--- src/rtl/edge_gen_pkg.sv ---
`default_nettype none
// ============================================================================
// Package  : edge_gen_pkg
// Brief    : Shared sizing helpers for the edge generator slice.
// Revision : 1.0 - initial release
// ============================================================================
package edge_gen_pkg;

    // Bits needed to hold a phase timer counting down from hold_cyc-1.
    function automatic int unsigned hold_timer_width(input int unsigned hold_cyc);
        return (hold_cyc < 1) ? 1 : $clog2(hold_cyc + 1);
    endfunction

endpackage
`default_nettype wire

--- src/rtl/dffr.sv ---
`default_nettype none
// ============================================================================
// Module   : dffr
// Brief    : D flip-flop bank with asynchronous active-low reset to zero.
// Revision : 1.0 - initial release
// ============================================================================
module dffr #(
    parameter int unsigned WIDTH = 1
) (
    input  logic             clk,
    input  logic             rst_n,
    input  logic [WIDTH-1:0] i_d,
    output logic [WIDTH-1:0] o_q
);

    logic [WIDTH-1:0] r_q;

    always_ff @(posedge clk or negedge rst_n) begin
        if (!rst_n) begin
            r_q <= '0;
        end else begin
            r_q <= i_d;
        end
    end

    assign o_q = r_q;

endmodule
`default_nettype wire

--- src/rtl/edge_gen_updown_cnt.sv ---
`default_nettype none
// ============================================================================
// Module   : updown_cnt
// Brief    : Saturating up/down counter with synchronous clear and a
//            registered overflow pulse for increments refused at full scale.
// Revision : 1.0 - initial release
// ============================================================================
module updown_cnt #(
    parameter int unsigned WIDTH = 4
) (
    input  logic             clk,
    input  logic             rst_n,
    input  logic             i_clr,
    input  logic             i_inc,
    input  logic             i_dec,
    output logic [WIDTH-1:0] o_cnt,
    output logic             o_ovf
);

    localparam logic [WIDTH-1:0] c_max = '1;
    localparam logic [WIDTH-1:0] c_one = WIDTH'(1);

    logic [WIDTH-1:0] r_cnt;
    logic             r_ovf;

    always_ff @(posedge clk or negedge rst_n) begin
        if (!rst_n) begin
            r_cnt <= '0;
            r_ovf <= 1'b0;
        end else begin
            r_ovf <= 1'b0;
            if (i_clr) begin
                r_cnt <= '0;
            end else if (i_inc && !i_dec) begin
                if (r_cnt == c_max) begin
                    r_ovf <= 1'b1;
                end else begin
                    r_cnt <= r_cnt + c_one;
                end
            end else if (i_dec && !i_inc && (r_cnt != '0)) begin
                r_cnt <= r_cnt - c_one;
            end
        end
    end

    assign o_cnt = r_cnt;
    assign o_ovf = r_ovf;

endmodule
`default_nettype wire

--- src/rtl/edge_gen.sv ---
`default_nettype none
// ============================================================================
// Module   : edge_gen
// Brief    : Turns single-cycle requests into pulses whose high and low levels
//            each last HOLD_CYC cycles; excess requests queue in a counter.
// Revision : 1.0 - initial release
// ============================================================================
module edge_gen
    import edge_gen_pkg::*;
#(
    parameter int unsigned HOLD_CYC  = 4,
    parameter int unsigned CNT_WIDTH = 4
) (
    input  logic                 clk_i,
    input  logic                 rst_n_i,
    input  logic                 req_i,
    input  logic                 clr_i,
    output logic                 dat_o,
    output logic                 busy_o,
    output logic [CNT_WIDTH-1:0] pend_o,
    output logic                 done_o,
    output logic                 drop_o
);

    typedef enum logic [1:0] {
        S_IDLE = 2'd0,
        S_HIGH = 2'd1,
        S_LOW  = 2'd2
    } state_t;

    localparam int unsigned         c_tw   = hold_timer_width(HOLD_CYC);
    localparam logic [c_tw-1:0]     c_load = c_tw'(HOLD_CYC - 1);
    localparam logic [c_tw-1:0]     c_one  = c_tw'(1);

    state_t          r_state;
    state_t          w_state_nxt;
    logic [c_tw-1:0] r_timer;
    logic [c_tw-1:0] w_timer_nxt;
    logic            w_done;
    logic            w_timer_zero;
    logic            w_launch_pt;
    logic            w_pend_nz;
    logic            w_req;
    logic            w_launch_pend;
    logic            w_launch_direct;
    logic            w_inc;
    logic            w_dat_nxt;

    // A new pulse may start from IDLE or at the end of the guard-low phase;
    // clear suppresses both queued and direct launches in that cycle.
    assign w_timer_zero    = (r_timer == '0);
    assign w_launch_pt     = (r_state == S_IDLE) || ((r_state == S_LOW) && w_timer_zero);
    assign w_pend_nz       = |pend_o;
    assign w_req           = req_i & ~clr_i;
    assign w_launch_pend   = w_launch_pt & w_pend_nz & ~clr_i;
    assign w_launch_direct = w_launch_pt & ~w_pend_nz & w_req;
    assign w_inc           = w_req & ~w_launch_direct;

    always_ff @(posedge clk_i or negedge rst_n_i) begin
        if (!rst_n_i) begin
            r_state <= S_IDLE;
            r_timer <= '0;
        end else begin
            r_state <= w_state_nxt;
            r_timer <= w_timer_nxt;
        end
    end

    always_comb begin
        w_state_nxt = r_state;
        w_timer_nxt = r_timer;
        w_done      = 1'b0;
        unique case (r_state)
            S_IDLE: begin
                if (w_launch_pend || w_launch_direct) begin
                    w_state_nxt = S_HIGH;
                end
            end
            S_HIGH: begin
                if (w_timer_zero) begin
                    w_state_nxt = S_LOW;
                end
            end
            S_LOW: begin
                if (w_timer_zero) begin
                    w_done      = 1'b1;
                    w_state_nxt = (w_launch_pend || w_launch_direct) ? S_HIGH : S_IDLE;
                end
            end
            default: begin
                w_state_nxt = S_IDLE;
            end
        endcase
        // Every phase entry reloads the timer; IDLE parks it at zero.
        if (!w_timer_zero) begin
            w_timer_nxt = r_timer - c_one;
        end else if (w_state_nxt != S_IDLE) begin
            w_timer_nxt = c_load;
        end else begin
            w_timer_nxt = '0;
        end
    end

    assign w_dat_nxt = (w_state_nxt == S_HIGH);

    dffr #(
        .WIDTH (1)
    ) u_dat_reg (
        .clk   (clk_i),
        .rst_n (rst_n_i),
        .i_d   (w_dat_nxt),
        .o_q   (dat_o)
    );

    updown_cnt #(
        .WIDTH (CNT_WIDTH)
    ) u_pend_cnt (
        .clk   (clk_i),
        .rst_n (rst_n_i),
        .i_clr (clr_i),
        .i_inc (w_inc),
        .i_dec (w_launch_pend),
        .o_cnt (pend_o),
        .o_ovf (drop_o)
    );

    assign busy_o = (r_state != S_IDLE);
    assign done_o = w_done;

endmodule
`default_nettype wire
--- config.mk ---
export PLATFORM = sky130hd
export DESIGN_NAME = edge_gen
export DESIGN_NICKNAME = d
export VERILOG_FILES = /design/src/rtl/edge_gen_pkg.sv /design/src/rtl/dffr.sv /design/src/rtl/edge_gen_updown_cnt.sv /design/src/rtl/edge_gen.sv
export SDC_FILE = /design/constraint.sdc
export NUM_CORES = 1
export LEC_CHECK = 0
export CAP_MARGIN = 20
export CORE_MARGIN = 1.5
export CORE_UTILIZATION = 46
export CTS_CLUSTER_SIZE = 10
export DETAILED_ROUTE_END_ITERATION = 16
export PLACE_DENSITY_LB_ADDON = 0.1
export SETUP_SLACK_MARGIN = 0.1
export SYNTH_ARGS = -nofsm -noshare
export SYNTH_HDL_FRONTEND = slang
export SYNTH_HIERARCHICAL = 1
export SYNTH_SLANG_ARGS = --single-unit
--- constraint.sdc ---
create_clock -name clk_i -period 2.55 [get_ports clk_i]
set_input_delay 0.3825 -clock clk_i [delete_from_list [all_inputs] [get_ports clk_i]]
set_output_delay 0.3825 -clock clk_i [all_outputs]
set_load 0.05 [all_outputs]
==> reports/results.ini <==
[timing]
whs_ns=0.438
setup_viol=0
finalMaxSlewViolations=0
rsz0062_at_grt=true
setup_slack_ns=0.151
finalHoldViolations=0
slew_headroom_pct=66.5
worst_pin_slew_ns=0.500
clock-skew-final_ns=0.000599
clock.fmax_mhz=417
min_period_over_period_pct=94.1
tns_ns=0
min_period_ns=2.40

[synth]
synthMuxAreaShare_pct=3.31
synth_fa_ha_area_share_pct=8.28
synthTopCellsByCount=dfrtp_1 (11), inv_1 (6), nor2b_1 (6)
ys_warn_count=6
postSynthAreaPerCell_um2=9.69
synth_top_family_by_area=simple AND/OR/NAND/NOR gates
synth_fp_nets=87
synth.top_cell.area_share_pct=36.4
syn_area_um2=756
synth_compound_area_share_pct=20.9
postSynthCellCount=78
ys.flop_type=dfrtp_1
synthMostInstantiatedCell=dfrtp_1
synthSimpleGateAreaFrac_pct=24.5
asyncSetResetFlopFracSynth_pct=100
synthXorXnorAreaFrac_pct=2.32
seq_area_frac_synth_pct=36.4
yosys-top-cells-area=dfrtp_1 (36%), ha_1 (8.3%), nor2b_1 (5.0%)
yosysTopAreaCell=dfrtp_1
ys_types=35
synth-seq-cells=11
synth_edf_count=0

[pwr]
powerDensity_mw_per_mm2=1450
comb_power_share_pct=66.5
seqPwrFrac_pct=25.6
p_sw_uw=708
p_int_uw=792
clock_power_share_pct=7.9
p_leak_uw=0.000437
switching_share_pct=47.2
ir_drop_v=0.000737

[worst_setup_path]
critPathMaxFanout=5
critPathLaunchType=flip-flop
reg2reg_setup_slack_ns=0.15
crit_required_ns=2.71
crit_path_start=r_timer[0]
worstPathArrival_ns=2.56
crit_path_end=u_pend_cnt/o_cnt[3]
r2r_end=u_pend_cnt/o_cnt[3]
crit_type=reg2reg
cp-end-kind=flip-flop
r2r_start=r_timer[0]
reg2reg_depth=13

[cells_and_area]
n_fill_cell=126
nets=110
fin_area_mm2=0.00104
area_growth_pct=37.1
drive_gt1_share_pct=35.0
fin_util_pct=68.0
diodes=0

[floorplanning]
die_width_um=43.5
rows=14
coreArea_mm2=0.00152
start_util_pct=49.6
fp.dieArea_mm2=0.00189
die_h_um=43.5
ios=12

[placement]
port_buffers=11
finalWeightedCongestion=0.747
post_dp_cell_area_um2=955
hpwl_mm=1.08
pre_cts_ws_ns=0.122

[drt]
wl_met2_um=664
routed-wl-met3_um=80
drt_pre_antenna_iters=4
viasPerCell=5.75
drt-initial-drc-count=20
dr.max_layer_used=met4
wirelength_mm=1.57
route.detailed.drc=0
wire_per_inst_um=13.5
ant_nets=0
routed-via-count=667
wirelength_met1_um=796

[run_status]
status=completed

[global_route]
grt_overflow=0
grt_use_total_pct=18.2
grt_pass1_vias=543
antenna_found_initial=0
grt_pass1_wl_mm=2.47
grt_max_degree=12

[clocking]
clk_latency_ns=0.27
cts_max_path_buffers=2
cts_tree=done
cts.sinks=11
numCtsBuffers=3
path_clk_slew_ns=0.07
cts_root_buf=clkbuf_4
cts_max_level=1

[hold_path]
min_path_type=in2async

[job]
drv_cap=0

## worst min path at each step
stage	to	slack, ns	depth (start not counted)	from
finish	r_timer[0]	0.44	1	rst_n_i
global route	u_pend_cnt/o_ovf	0.50	1	rst_n_i
CTS	r_timer[0]	0.46	1	rst_n_i
detailed placement	r_state[1]	0.51	1	r_state[1]
global placement	r_state[1]	0.50	1	r_state[1]
floorplan	r_state[0]	0.09	0	rst_n_i
## per-stage QoR
stage | cells | total power (uW)
final | 116 | 1500
after global routing | 116 | 1610
after CTS | 111 | 1410
after detailed placement | 107 | 1280
after global placement | 107 | 1270
after floorplan | 78 | 1060
## cell families (layout without fill, tap and decap cells)
kind of cell,Yosys count,after routing
AND/OR/NAND/NOR,29,29
AO/OA/AOI/OAI,21,21
flip-flops,11,11
buffers and inverters,8,30
adder cells (fa/ha/maj),5,5
XOR/XNOR,2,2
multiplexers,2,2
## area by class of cell
class | instances | area (um^2) | share of cell area [%]
Inverter | 6 | 22.5 | 2.17
Timing Repair Buffer | 20 | 176 | 17.0
Clock buffer | 4 | 26.3 | 2.54
Multi-Input combinational cell | 59 | 510 | 49.3
Sequential cell | 11 | 280 | 27.1
Tap cell | 16 | 20.0 | 1.93
## routing by layer
metal | vias to the layer above | global-route usage (%)
met5 | - | 0
met4 | 0 | 12.1
li1 | 325 | -
met2 | 23 | 24.2
met1 | 313 | 25.3
met3 | 6 | 5.42
## state kept, by name, indices dropped and copies added (netlist names)
name and cells:
r_timer 3, u_pend_cnt/o_ovf 1, u_dat_reg/o_q 1, r_state 2, u_pend_cnt/o_cnt 4
## cells in the final DEF, fill, tap and decap left out, types with 2 or more instances in the layout
cell	n
xor2_1	2
nor2b_1	5
a21oi_1	5
nand2_1	4
nand2b_1	4
buf_4	9
nor2_1	4
dfrtp_1	7
inv_1	5
clkdlybuf4s50_1	10
o211a_1	2
a31oi_1	4
clkbuf_4	3
dfrtp_2	4
ha_4	3
ha_1	2
## worst max-delay path, cell delays in order, from the launching register on
cell	delay, ns
dfrtp_1	0.34
inv_2	0.05
ha_4	0.16
ha_4	0.18
nor2b_4	0.12
nor2_2	0.04
a211oi_2	0.26
nand2b_1	0.11
buf_4	0.15
ha_4	0.22
o21ai_2	0.05
nand3b_1	0.09
o22ai_2	0.19
mux2_4	0.31
## power by group through the flow
stage          registers, uW  logic, uW  clock network [uW]
2_1_floorplan            458        603                   0
3_3_place_gp             377        897                   0
3_5_place_dp             378        905                   0
4_1_cts                  376        909                 124
5_1_grt                  396       1080                 133
6_report                 384        997                 119
## repair_timing
action                                  4_1_cts  5_1_grt
pin swaps                                     0        5
resized for setup                             1        6
endpoints found under the setup margin        1        2
hold buffers                                  0        0
gates cloned                                  0        0
buffers inserted                              0        5
No activity file was read; power rests on OpenSTA's default activity.
